**src/rtl/sign_encoder.sv**
```systemverilog
// sign_encoder: accepts a 4-bit sign code and presents it as a five-finger
// pattern for HOLD_CYCLES cycles, pulsing sign_done on the last hold cycle.
// Illegal codes (9..15) pulse sign_err and leave the block idle.
// Optional feature: define SIGN_GAP_EN to add a GAP_CYCLES rest period
// (all fingers lowered) after every completed presentation.
module sign_encoder #(
   parameter int unsigned HOLD_CYCLES = 4,
   parameter int unsigned GAP_CYCLES  = 2
) (
   input  logic       clk,
   input  logic       rst,
   input  logic [3:0] sign_value,
   input  logic       sign_valid,
   output logic       sign_ready,
   input  logic       sign_abort,
   output logic       thumb_cmd,
   output logic       index_cmd,
   output logic       middle_cmd,
   output logic       ring_cmd,
   output logic       pinky_cmd,
   output logic       sign_done,
   output logic       sign_err
);

`ifdef SIGN_GAP_EN
   typedef enum logic [1:0] {IDLE, HOLD, GAP} state_t;
`else
   typedef enum logic [1:0] {IDLE, HOLD} state_t;
`endif

   localparam logic [15:0] HOLD_LOAD = 16'(HOLD_CYCLES - 1);
   localparam logic [15:0] GAP_LOAD  = 16'(GAP_CYCLES - 1);

   state_t      state_q, state_d;
   logic [15:0] cnt_q, cnt_d;
   logic [4:0]  pat_q, pat_d;   // {pinky, ring, middle, index, thumb}
   logic        err_q, err_d;
   logic [4:0]  fingers;

   // Code-to-finger table; only called for legal codes 0..8.
   function automatic logic [4:0] code_to_pat(input logic [3:0] code);
      case (code)
         4'd1:    code_to_pat = 5'b00010;
         4'd2:    code_to_pat = 5'b00110;
         4'd3:    code_to_pat = 5'b00111;
         4'd4:    code_to_pat = 5'b11110;
         4'd5:    code_to_pat = 5'b11111;
         4'd6:    code_to_pat = 5'b10001;
         4'd7:    code_to_pat = 5'b10011;
         4'd8:    code_to_pat = 5'b00011;
         default: code_to_pat = 5'b00000;
      endcase
   endfunction

   // State, counter, latched pattern and error pulse registers.
   always_ff @(posedge clk or negedge rst) begin
      if (!rst) begin
         state_q <= IDLE;
         cnt_q   <= '0;
         pat_q   <= '0;
         err_q   <= 1'b0;
      end else begin
         state_q <= state_d;
         cnt_q   <= cnt_d;
         pat_q   <= pat_d;
         err_q   <= err_d;
      end
   end

   // Next-state logic: accept in IDLE, count down HOLD (and GAP), abort wins.
   always_comb begin
      state_d = state_q;
      cnt_d   = cnt_q;
      pat_d   = pat_q;
      err_d   = 1'b0;
      case (state_q)
         IDLE: begin
            // sign_abort is deliberately ignored here
            if (sign_valid) begin
               if (sign_value <= 4'd8) begin
                  state_d = HOLD;
                  cnt_d   = HOLD_LOAD;
                  pat_d   = code_to_pat(sign_value);
               end else begin
                  err_d = 1'b1;
               end
            end
         end
         HOLD: begin
            if (sign_abort) begin
               state_d = IDLE;
               cnt_d   = '0;
            end else if (cnt_q == 16'd0) begin
`ifdef SIGN_GAP_EN
               state_d = GAP;
`else
               state_d = IDLE;
`endif
               // counter content is a don't-care once back in IDLE
               cnt_d = GAP_LOAD;
            end else begin
               cnt_d = cnt_q - 16'd1;
            end
         end
`ifdef SIGN_GAP_EN
         GAP: begin
            if (sign_abort || cnt_q == 16'd0) begin
               state_d = IDLE;
               cnt_d   = '0;
            end else begin
               cnt_d = cnt_q - 16'd1;
            end
         end
`endif
         default: begin
            state_d = IDLE;
            cnt_d   = '0;
         end
      endcase
   end

   // Fingers are only raised in HOLD, so reset lowers them without a clock.
   assign fingers    = (state_q == HOLD) ? pat_q : 5'b00000;
   assign thumb_cmd  = fingers[0];
   assign index_cmd  = fingers[1];
   assign middle_cmd = fingers[2];
   assign ring_cmd   = fingers[3];
   assign pinky_cmd  = fingers[4];

   assign sign_ready = (state_q == IDLE);
   assign sign_done  = (state_q == HOLD) && (cnt_q == 16'd0) && !sign_abort;
   assign sign_err   = err_q;

endmodule

```
**config.mk**
```make
export PLATFORM = sky130hd
export DESIGN_NAME = sign_encoder
export DESIGN_NICKNAME = d
export VERILOG_FILES = /design/src/rtl/sign_encoder.sv
export SDC_FILE = /design/constraint.sdc
export NUM_CORES = 1
export LEC_CHECK = 0
export ABC_AREA = 0
export BUFFER_PORTS_ARGS = -buffer_cell sky130_fd_sc_hd__buf_2
export CORE_ASPECT_RATIO = 0.7
export CORE_UTILIZATION = 53
export DETAILED_ROUTE_END_ITERATION = 16
export PLACE_DENSITY_LB_ADDON = 0.15
export SYNTH_ARGS = -nofsm -noshare
export SYNTH_HDL_FRONTEND = slang
export SYNTH_SLANG_ARGS = --single-unit
```
**constraint.sdc**
```tcl
create_clock -name clk -period 4.7 [get_ports clk]
set_input_delay 0 -clock clk [delete_from_list [all_inputs] [get_ports clk]]
set_output_delay 0 -clock clk [all_outputs]
set_load 0.005 [all_outputs]
```
==> results of run 1 <==
[kinds of logic after synthesis]
group / count (synthesis) / synth area share
muxes: 1 / 0.00769
and+or+nand+nor: 65 / 0.275
DFF: 23 / 0.442
xor gates and xnor gates: 1 / 0.00673
buffers and inverters: 13 / 0.0375
AOI/OAI and AO/OA: 43 / 0.212
adders and majority gates: 2 / 0.0192
[critical path, delay by kind of cell, from the launching register on]
family                     cells  cell delay, ns
and+or+nand+nor                3            1.30
buffers and inverters          1            0.10
AOI/OAI and AO/OA              1            0.16
DFF                            1            0.44
adders and majority gates      1            0.21
[where the power goes]
part	switching (mW)	internal (mW)
Sequential	0.0854	0.264
Clock	0.0645	0.0319
Combinational	0.231	0.166
[metal layers]
layer,up-vias,track usage
li1,589,-
met1,588,0.380
met2,54,0.361
met3,2,0.0925
met4,0,0.0500
met5,-,0
[layout make-up]
type | count | area (µm²)
clock buffers | 3 | 22.5
clock inverters | 1 | 5.00
fillers | 191 | 759
inverters | 8 | 30.0
multi-input cells | 112 | 677
flip-flops and latches | 23 | 576
well taps | 32 | 40.0
repair buffers | 19 | 115
[synthesized netlist by cell type, drive strengths merged (4+ instances only)]
library cell	n
a21oi	10
dfrtp	23
or4	4
and2	5
inv	8
nand2	15
clkbuf	5
nor2	7
o31ai	7
nor4	4
nor3	5
o21ai	10
or3	4
nand3	10
[worst paths after layout]
check                              start   endpoint  cells after the start
setup / recovery                cnt_q[0]  cnt_q[11]                      6
min in group asynchronous            rst   cnt_q[4]                      2
max in group asynchronous            rst  cnt_q[12]                      2
hold / removal             sign_value[1]   pat_q[1]                      3
hold reg to reg                 pat_q[2]   pat_q[2]                      2
setup reg to reg                cnt_q[0]  cnt_q[11]                      6
[metrics by stage]
stage	std cells	hold WS (ns)	setup slack (ns)	cell area [µm²]
finish	198	0.0440	2.34	1470
global route	198	0.0662	2.17	1470
CTS	198	0.0334	2.41	1470
detailed placement	190	0.00199	2.43	1400
global placement	190	-0.00807	2.62	1400
floorplan	148	-0.296	2.82	1300
[flip-flops by register name (all words and copies together), names as in the netlist]
register  count
pat_q         5
sign_err      1
cnt_q        16
state_q       1
==> results by stage, run 1 <==
CTS:
- The number of buffers inserted to repair setup after CTS is 0.
- The H-tree depth reported by CTS is 1.
- The clock latency reported for the late side of the worst-skew pair is 0.33 ns.
- The clock-pin slew of the registers on the worst-case setup and hold paths is 0.15 ns.
- Clock tree synthesis inserted a total of 3 buffers.
- The count of instances resized after the clock tree is built is 0.
- The clock passes through at most 2 buffers.
- The number of sinks driven by the clock tree is 23.
- The clock root buffer is sky130_fd_sc_hd__clkbuf_4.
- The number of buffers inserted for hold repair after clock tree synthesis is 4.
- TritonCTS built the clock tree.

Worst setup path:
- The delay of the slowest cell on the worst path is 0.52 ns.
- The data required time of the critical path is 4.89 ns.
- Data on the critical path arrives at its endpoint at 2.55 ns.
- The worst setup path category is reg -> reg.
- The category of the worst setup path capture point is a register.
- Traced cell by cell, the critical path runs through inv_1 -> ha_1 -> nor3b_1 -> nand4b_1 -> nand2_1 -> o211ai_1.
- STA classifies the critical path startpoint as a register.
- The maximum fanout count along the critical path is 9.
- The setup check on the worst reg-to-reg path leaves a slack of 2.34 ns.
- On the critical path, the stage with the largest delay is an instance of sky130_fd_sc_hd__nor3b_1.

Synth:
- The synthesis warning total is 0.
- The synthesized instance count is 148.
- The number of distinct library cells after synthesis is 35.
- Of the post-synthesis cell area, the dominant cell type holds 0.442.
- The mapped netlist covers 1300 µm².
- The most used flip-flop cell after synthesis is sky130_fd_sc_hd__dfrtp_1.
- The number of enable flip-flop cells after synthesis is 0.
- The share of the yosys chip area belonging to registers is 0.442.
- Sorting the synthesized cells by area gives the leading types as sky130_fd_sc_hd__dfrtp_1, sky130_fd_sc_hd__nand2_1, sky130_fd_sc_hd__o31ai_1.
- The largest total area in the synthesized netlist belongs to sky130_fd_sc_hd__dfrtp_1.
- The mean post-synth cell area is 8.79 µm².
- The count of state elements after synthesis is 23.
- When the netlist entered floorplanning its net count stood at 158.
- The share of flip-flops with an asynchronous set or reset is 1.00.

Floorplanning:
- From left edge to right edge, the die measures 61.2 µm.
- The area of the die is 2660 µm².
- Pin placement for this block handled 16 I/O pins.
- The die is 43.5 µm tall.
- The total area inside the core boundary comes to 2220 µm².
- The starting density of the core is 0.585.
- Row generation in the floorplan step produced 14 rows.

Detailed routing:
- Summed over all nets, wire length on met3 after detailed routing comes to 281 µm.
- The post-route antenna net violation count is 0.
- Using the TritonRoute via totals, the vias-per-cell ratio works out to 6.23.
- After detailed routing, the average wire length per cell comes to 15.2 µm.
- For this run, the detailed router's first-pass iteration total came to 4.
- The first routing iteration left 74 violations.
- The total via count after detailed routing is 1,233.
- After detailed routing, the wire length on met1 is 1420 µm.
- Wire segments on met2 add up to 1290 µm in the final route.
- The highest metal layer with signal wires is met4.
- The total wire length is 3000 µm.
- After detailed routing, the number of remaining DRC violations is 0.

Global route:
- The via count of the first global-routing pass is 1,098.
- The leftover overflow at the end of global routing is 0.
- The overall routing resource usage is 0.256.
- The number of antenna violations at the first check in global routing is 0.
- The largest net degree at the start of global routing is 24.
- The first global-routing pass estimated 4970 µm of wire.

Timing:
- The period utilization is 0.502.
- Setup repair after global routing left no endpoint under its margin.
- The final critical delay including setup and external delays is 2.36 ns.
- The final hold violation count was 0.
- The clock arrives with 0.0227 ns of skew.
- Setup violations remaining at the end of the flow were counted as 0.
- The transition time of the tightest slew-check pin is 1.26 ns.
- In this run the tightest slew margin relative to its limit is 0.160.
- The max-slew violation count is 0.
- Summed over all failing endpoints, the final setup total negative slack is 0 ns.
- The maximum clock frequency is 0.424 GHz.

Cells and area:
- The fraction of final layout cells with drive strength greater than 1 is 0.133.
- The number of antenna diodes in the final layout is 0.
- Leaving out fill and tap cells, the most frequent cells in the layout are sky130_fd_sc_hd__dfrtp_1, sky130_fd_sc_hd__nand2_1, sky130_fd_sc_hd__buf_2.
- The fraction of the core area covered by cells at the end of the flow is 0.659.
- The library cell used most frequently in the layout, excluding fill and tap cells, is sky130_fd_sc_hd__dfrtp_1.
- From synthesis to final layout, the design area changed by 12.6%.
- The net count of the finished layout is 177.

Power and ir drop:
- The cell leakage power is 0.653 nW.
- The power consumption is 0.843 mW.
- For this design the ratio of total power to cell area is 575 nW/µm².
- The worst supply voltage drop on vdd is 0.000292 V.

Placed design:
- Summed over all nets, the half-perimeter wirelength after detailed placement is 2130 µm.
- During placement, the flow inserted port buffers numbering 15.
- The routability-driven placement congestion ratio is 0.906.

Outcome:
- The flow ran to the end, and the final reports show no timing, DRC or antenna violations.

Min path:
- The min-delay analysis places its worst path in the category in -> reg.

Flow run:
- The max-cap check violation count is 0.
Power figures use the tool's default switching activity.
==> run 2: changes to the inputs <==
- CORE_UTILIZATION: 53 -> 51
- clock period: 4.7 -> 2.1 ns (I/O delays scaled with it)
==> results by stage, run 2 (synthesis gave the netlist of run 1 again) <==
Global route:
- The overall routing resource usage is 0.258.
- The number of antenna violations at the first check in global routing is 0.
- The total overflow left after global routing is 0.
- The first global-routing pass estimated 5410 µm of wire.
- The via count of the first global-routing pass is 1,131.
- The largest net degree at the start of global routing is 24.

Timing:
- The final hold violation count is 0.
- Final hold analysis gives a worst-case slack of 0.0120 ns.
- The maximum clock frequency is 0.503 GHz.
- The transition time of the tightest slew-check pin is 0.844 ns.
- The period utilization is 0.947.
- The final critical delay including setup and external delays is 1.99 ns.
- The relative slew slack is 0.438.
- The max-slew violation count is 0.
- The total of endpoints with negative setup slack in the final report is 0.
- The clock arrives with 0.0110 ns of skew.

Cells and area:
- The net count of the finished layout is 187.
- Leaving out fill and tap cells, the most frequent cells in the layout are sky130_fd_sc_hd__dfrtp_1, sky130_fd_sc_hd__nand2_1, sky130_fd_sc_hd__buf_2, sky130_fd_sc_hd__buf_4.
- With fillers left out, the area of the finished cells amounts to 1550 µm².
- The register with the most flip-flops in the layout has 16 of them.
- The fraction of final layout cells with drive strength greater than 1 is 0.199.
- cnt_q holds more flip-flops than any other register.
- The largest registers in the layout are cnt_q x16, pat_q x5.
- The total inserted antenna cells is 0.
- The library cell used most frequently in the layout, excluding fill and tap cells, is sky130_fd_sc_hd__dfrtp_1.
- The layout overhead on the synthesized area is 18.9%.
- The final cell count without fillers is 208.
- The final-layout fill cell count is 202.

Placed design:
- In this run the cell area measured after placement is 1480 µm².
- The number of cells in the design after placement is 201.
- The routability-driven placement congestion ratio is 0.890.
- The HPWL reported at the end of detailed placement is 2410 µm.
- During placement, the flow inserted port buffers numbering 15.

Floorplanning:
- The top-level port count is 16.
- The horizontal die dimension is 62.4 µm.
- The placeable core region is 2280 µm².
- The area of the die is 2760 µm².
- Row generation in the floorplan step produced 14 rows.
- The vertical die dimension is 44.3 µm.
- The starting density of the core is 0.571.

CTS:
- The tree built by TritonCTS fans out to 23 sinks.
- The number of buffers inserted to repair setup after CTS is 0.
- TritonCTS built the clock tree.
- Buffers inserted during clock tree synthesis total 3.
- The clock tree buffer depth is 2.
- At the later pin of the worst-skew pair, clock insertion delay measures 0.32 ns.
- Clock-pin slew was measured on the worst setup and hold paths at 0.14 ns.
- The clock root buffer is sky130_fd_sc_hd__clkbuf_4.
- The H-tree depth reported by CTS is 1.

Worst setup path:
- The signal on the critical path passes through inv_1 -> ha_1 -> or3b_2 -> nor3_2 -> a21oi_1 -> nor3_1.
- Data on the critical path arrives at its endpoint at 2.22 ns.
- The worst setup path category is reg -> reg.
- The data required time of the critical path is 2.33 ns.
- The kind of start point of the critical path is a register.
- The combined buffer and inverter count along the critical path is 1.
- The category of the worst setup path capture point is a register.
- In this run the worst path has a maximum fanout of 4.
- The cell family with the largest share of critical-path delay is simple AND/OR/NAND/NOR gates.
- The delay of the slowest cell on the worst path is 0.52 ns.
- The standard cell with the maximum stage delay on the critical path is sky130_fd_sc_hd__or3b_2.

Power and ir drop:
- Summing internal, switching and leakage power gives 2.04 mW.
- The cell leakage power is 0.709 nW.
- VDD sags by at most 0.000940 V.
- For this design the ratio of total power to cell area is 1320 nW/µm².

Detailed routing:
- After detailed routing, the number of vias per cell comes to 6.16.
- The average wire length per cell after detail routing is 15.6 µm.
- The count of nets left with antenna violations once routing finished came out at 0.
- The total wire length is 3250 µm.
- The first TritonRoute pass finished after 4 iterations.
- The total via count after detailed routing is 1,281.
- The starting DRC count in detailed routing is 199.
- After detailed routing, the number of remaining DRC violations is 0.

Min path:
- The class of the worst hold path is in -> reg.

Flow run:
- Across the run, the number of max-cap violations was 0.

Outcome:
- The flow ran to the end, and the final reports show no timing, DRC or antenna violations.
## run 2: cell count changes in the layout (fill, tap and decap cells not counted), sizes merged
cell / delta
buf: +11
dlygate4sd3: -1
## run 2: power by group
part           internal (mW)  switching (mW)  leakage (nW)
Combinational          0.477           0.595         0.388
Sequential             0.590           0.163         0.303
Clock                 0.0713           0.139        0.0177
## run 2: timing repair
item                                    CTS  global route
endpoints found under the hold margin    27             0
endpoints found under the setup margin    0             5
hold buffers                              3             0
gates resized for setup                   0             2
## run 2: final cells by class
| cell class | count | area (µm²) | share of cell area |
|---|---|---|---|
| multi-input combinational | 112 | 687 | 0.444 |
| tap | 32 | 40.0 | 0.0259 |
| clock buffer | 3 | 22.5 | 0.0146 |
| inverter | 8 | 30.0 | 0.0194 |
| clock inverter | 1 | 5.00 | 0.00323 |
| timing repair buffer | 29 | 188 | 0.121 |
| sequential | 23 | 576 | 0.372 |
## run 2: per-stage QoR
stage / setup TNS (ns) / worst slack, ns / util
2_1_floorplan: 0 / 0.224 / -
3_3_place_gp: 0 / 0.133 / 0.650
3_5_place_dp: 0 / 0.0722 / 0.650
4_1_cts: 0 / 0.0395 / 0.675
5_1_grt: -0.0326 / -0.0202 / 0.680
6_report: 0 / 0.111 / 0.680
## run 2: worst paths after layout
check	start	to	slack [ns]	cells past startpoint
max reg2reg	cnt_q[0]	cnt_q[10]	0.11	6
min in group asynchronous	rst	cnt_q[5]	0.16	2
max in group asynchronous	rst	cnt_q[7]	1.58	2
min reg2reg	pat_q[4]	pat_q[4]	0.49	2
min	sign_value[2]	pat_q[4]	0.01	3
max	cnt_q[0]	cnt_q[10]	0.11	6
## run 2: layer usage
metal,vias up,GRT usage,share of wire
li1,611,-,-
met4,0,0.0698,0.0083
met5,-,0,0
met3,5,0.0619,0.069
met2,46,0.396,0.45
met1,619,0.373,0.47
## run 2: tightest hold or removal path: cells and delay by family
kind	cells	cell delay [ns]
buffers and inverters	2	0.23
AO/OA/AOI/OAI	1	0.07
==> run 3: changes to the inputs <==
- ABC_AREA: 0 -> 1
- CORE_MARGIN: default -> 10
- CORE_UTILIZATION: 51 -> 52
==> results by stage, run 3 <==
Min path:
- The worst hold path begins at sign_valid.
- The worst hold path was traced through 3 stages.
- The end point of the most critical hold path is sign_err.
- The class of the worst hold path is in -> reg.

Flow run:
- Max-cap violations in this run came to 0.

Floorplanning:
- The die covers 5340 µm².
- 16 I/O pins were placed.
- The floorplan has 15 rows.
- The vertical die dimension is 64.2 µm.
- The placeable core region is 2550 µm².
- The horizontal die dimension is 83.1 µm.
- The starting density of the core is 0.568.

Timing:
- The period utilization is 0.796.
- For this run, the top clock speed supported by timing is 0.599 GHz.
- Clock skew on the completed layout was measured at 0.00384 ns.
- The transition time of the tightest slew-check pin is 0.500 ns.
- The max-slew violation count is 0.
- The total of endpoints with negative setup slack in the final report is 0.
- Setup repair after global routing left no endpoint under its margin.
- The final hold violation count is 0.
- The setup TNS is 0 ns.
- The relative slew slack is 0.667.
- The final critical delay including setup and external delays is 1.67 ns.

Cells and area:
- In the final design database the tool counted 219 nets.
- The fraction of final layout cells with drive strength greater than 1 is 0.245.
- The largest registers in the layout are cnt_q x16, pat_q x5.
- Once layout is complete, the utilization of the core stands at 0.641.
- Relative to the synthesized area, the layout overhead comes to 12.8%.
- After filler insertion, the fill cell instance count of the layout stands at 232.
- In the layout the commonest cells are sky130_fd_sc_hd__nand2_1, sky130_fd_sc_hd__dfrtp_1, sky130_fd_sc_hd__inv_1, sky130_fd_sc_hd__nor2_1, sky130_fd_sc_hd__buf_2.
- The finished cells cover 1640 µm².
- The total inserted antenna cells is 0.
- The register bank with the most flops is cnt_q.
- The register with the most flip-flops in the layout has 16 of them.
- The library cell used most frequently in the layout, excluding fill and tap cells, is sky130_fd_sc_hd__nand2_1.
- For this run, the number of standard cells in the final layout without fillers is 242.

CTS:
- TritonCTS built the clock tree.
- The clock-pin slew of the registers on the worst-case setup and hold paths is 0.08 ns.
- Clock tree synthesis selected as its root buffer the cell sky130_fd_sc_hd__clkbuf_8.
- The number of CTS-inserted buffers is 3.
- Post-CTS repair changed the size of 0 cells.
- In this run the number of H-tree levels came out at 1.
- The clock drives 23 sinks.
- The later pin in the worst-skew pair is clocked with a latency of 0.27 ns.
- The clock tree buffer depth is 2.

Global route:
- The via count of the first global-routing pass is 1,182.
- Entering global routing, the biggest net connects 24 pins.
- The first global-routing pass estimated 5420 µm of wire.
- The number of antenna violations at the first check in global routing is 0.
- The leftover overflow at the end of global routing is 0.
- For this run, the total global-route usage over all layers was measured as 0.119.

Detailed routing:
- After detailed routing, the number of vias per cell comes to 5.01.
- The post-route antenna net violation count is 0.
- The first detailed-routing pass took 4 iterations.
- For this run, design rule violations remaining after detail routing come to 0.
- The total wire length is 2950 µm.
- The total via count after detailed routing is 1,213.
- The average wire length per cell after detail routing is 12.2 µm.
- The starting DRC count in detailed routing is 81.

Power and ir drop:
- Of the total power, combinational logic draws 0.558.
- The clock power share is 0.124.
- The worst-case IR drop observed on VDD is 0.000717 V.
- The power share of the sequential group is 0.318.
- For this design the total switching power over the nets is 1.04 mW.
- The internal power consumption is 1.18 mW.
- Dividing total power by cell area gives a power density of 1360 nW/µm².
- Of the total power, the share spent switching nets is 0.468.
- The cell leakage power is 0.855 nW.

Worst setup path:
- Measured in cells, the most critical reg-to-reg path has a length of 9.
- At the worst endpoint, the arrival time is 1.67 ns.
- The delay of the slowest cell on the worst path is 0.38 ns.
- The standard cell with the maximum stage delay on the critical path is sky130_fd_sc_hd__dfrtp_1.
- The critical path's most frequent cell is sky130_fd_sc_hd__nand2_1.
- The kind of start point of the critical path is a register.
- The end of the worst register-to-register path is cnt_q[13].
- The combined buffer and inverter count along the critical path is 2.
- The setup check on the worst reg-to-reg path leaves a slack of 0.54 ns.
- The worst setup path is captured at a primary output.
- The critical path in this run is classified as reg -> out.
- The maximum fanout count along the critical path is 3.
- The signal on the critical path passes through inv_1 -> ha_1 -> nand2_1 -> nor2_1 -> nand2_1 -> nor4_1 -> buf_2.
- The data required time of the critical path is 2.10 ns.
- The reg-to-reg startpoint is cnt_q[0].
- The cell family with the largest share of critical-path delay is simple AND/OR/NAND/NOR gates.

Synth:
- The mean post-synth cell area is 7.75 µm².
- The share of synthesized area in the top cell type comes to 0.397.
- The synthesized instance count is 187.
- The largest area contributor in the netlist is sky130_fd_sc_hd__dfrtp_1.
- After synthesis, the netlist uses 29 different library cells.
- Of the synthesized area, sequential elements account for 0.397.
- For this run, the number of Yosys warnings is 0.
- The commonest cells after synthesis are sky130_fd_sc_hd__nand2_1, sky130_fd_sc_hd__dfrtp_1, sky130_fd_sc_hd__inv_1.
- In the synthesized netlist the dominant register cell turns out to be sky130_fd_sc_hd__dfrtp_1.
- After synthesis, the cell types taking the most area are sky130_fd_sc_hd__dfrtp_1, sky130_fd_sc_hd__nand2_1, sky130_fd_sc_hd__inv_1.
- The most common cell in the netlist is sky130_fd_sc_hd__nand2_1.
- The count of state elements after synthesis is 23.
- The mapped netlist covers 1450 µm².
- The number of enable flip-flop cells after synthesis is 0.
- For this run, asynchronously set or reset flops after synthesis account for 1.00.
- The net count after synthesis is 197.

Placed design:
- The wire-length estimate of the detail-placed layout is 2280 µm.
- The placement-stage cell area is 1560 µm².
- The routability-driven placement congestion ratio is 0.850.
- The number of cells in the design after placement is 235.
- Port buffering added 15 buffers.

Outcome:
- The run finished with clean final reports.
-- run 3: changes by cell type in the layout (fill, tap and decap cells not counted), sizes merged, moves of 5 or more --
cell / before / now
and2: 5 / 0
buf: 26 / 16
inv: 8 / 27
nand2: 15 / 56
nor2: 7 / 29
o31ai: 7 / 2
-- run 3: final cells by class --
class                   instances  area [µm²]  share of cell area
multi-input cells             135         756               0.462
flip-flops and latches         23         576               0.352
repair buffers                 19         113              0.0689
inverters                      27         104              0.0635
clock buffers                   4        45.0              0.0275
well taps                      34        42.5              0.0260
-- run 3: repair_timing --
item / CTS / global route
hold endpoints to repair: 26 / 0
buffers inserted: 0 / 0
endpoints found under the setup margin: 0 / 0
hold buffers: 3 / 0
-- run 3: metrics by stage --
| step | total power [mW] | setup slack (ns) | hold WS [ns] |
|---|---|---|---|
| after floorplan | 1.71 | 0.674 | -0.296 |
| after global placement | 1.92 | 0.609 | 0.000457 |
| after detailed placement | 1.95 | 0.546 | 0.00697 |
| after CTS | 2.23 | 0.413 | 0.00172 |
| after global routing | 2.44 | 0.187 | 0.00598 |
| final | 2.22 | 0.429 | 0.00763 |
-- run 3: routing by layer --
metal | vias to the layer above | global-route usage | wire, µm
li1 | 638 | - | -
met1 | 549 | 0.146 | 1400
met2 | 21 | 0.190 | 1350
met3 | 5 | 0.0405 | 161
met4 | 0 | 0.0403 | 40
met5 | - | 0 | 0
-- run 3: kinds of logic (layout without fill, tap and decap cells) --
group           count (synthesis)  after routing  share of synthesized area
simple gates                  102            102                      0.336
buf+inv                        29             50                     0.0820
compound gates                 23             23                      0.120
flops                          23             23                      0.397
xor+xnor                        8              8                     0.0483
fa+ha+maj                       2              2                     0.0173
-- run 3: power by group through the flow --
stage | Sequential (mW) | Combinational [mW] | Clock (mW)
floorplan | 0.688 | 1.02 | 0
global placement | 0.707 | 1.21 | 0
detailed placement | 0.714 | 1.23 | 0
CTS | 0.706 | 1.24 | 0.285
global route | 0.732 | 1.40 | 0.308
finish | 0.706 | 1.24 | 0.274
-- run 3: worst reg2reg max path: stages, from the launching register on --
cell	delay, ns
sky130_fd_sc_hd__dfrtp_1	0.38
sky130_fd_sc_hd__inv_1	0.10
sky130_fd_sc_hd__ha_1	0.24
sky130_fd_sc_hd__nand2_2	0.12
sky130_fd_sc_hd__nor2_4	0.13
sky130_fd_sc_hd__nand2_2	0.09
sky130_fd_sc_hd__nand2_4	0.09
sky130_fd_sc_hd__nand2_2	0.06
sky130_fd_sc_hd__a21oi_4	0.19
sky130_fd_sc_hd__nor2_1	0.06
-- run 3: worst max path at each step --
stage	from	endpoint	slack, ns	depth (start not counted)
4_1_cts	cnt_q[0]	sign_done	0.41	7
2_1_floorplan	cnt_q[0]	cnt_q[10]	0.67	9
3_5_place_dp	cnt_q[0]	cnt_q[13]	0.55	9
3_3_place_gp	cnt_q[0]	cnt_q[10]	0.61	9
6_report	cnt_q[0]	sign_done	0.43	7
5_1_grt	cnt_q[0]	sign_done	0.19	7
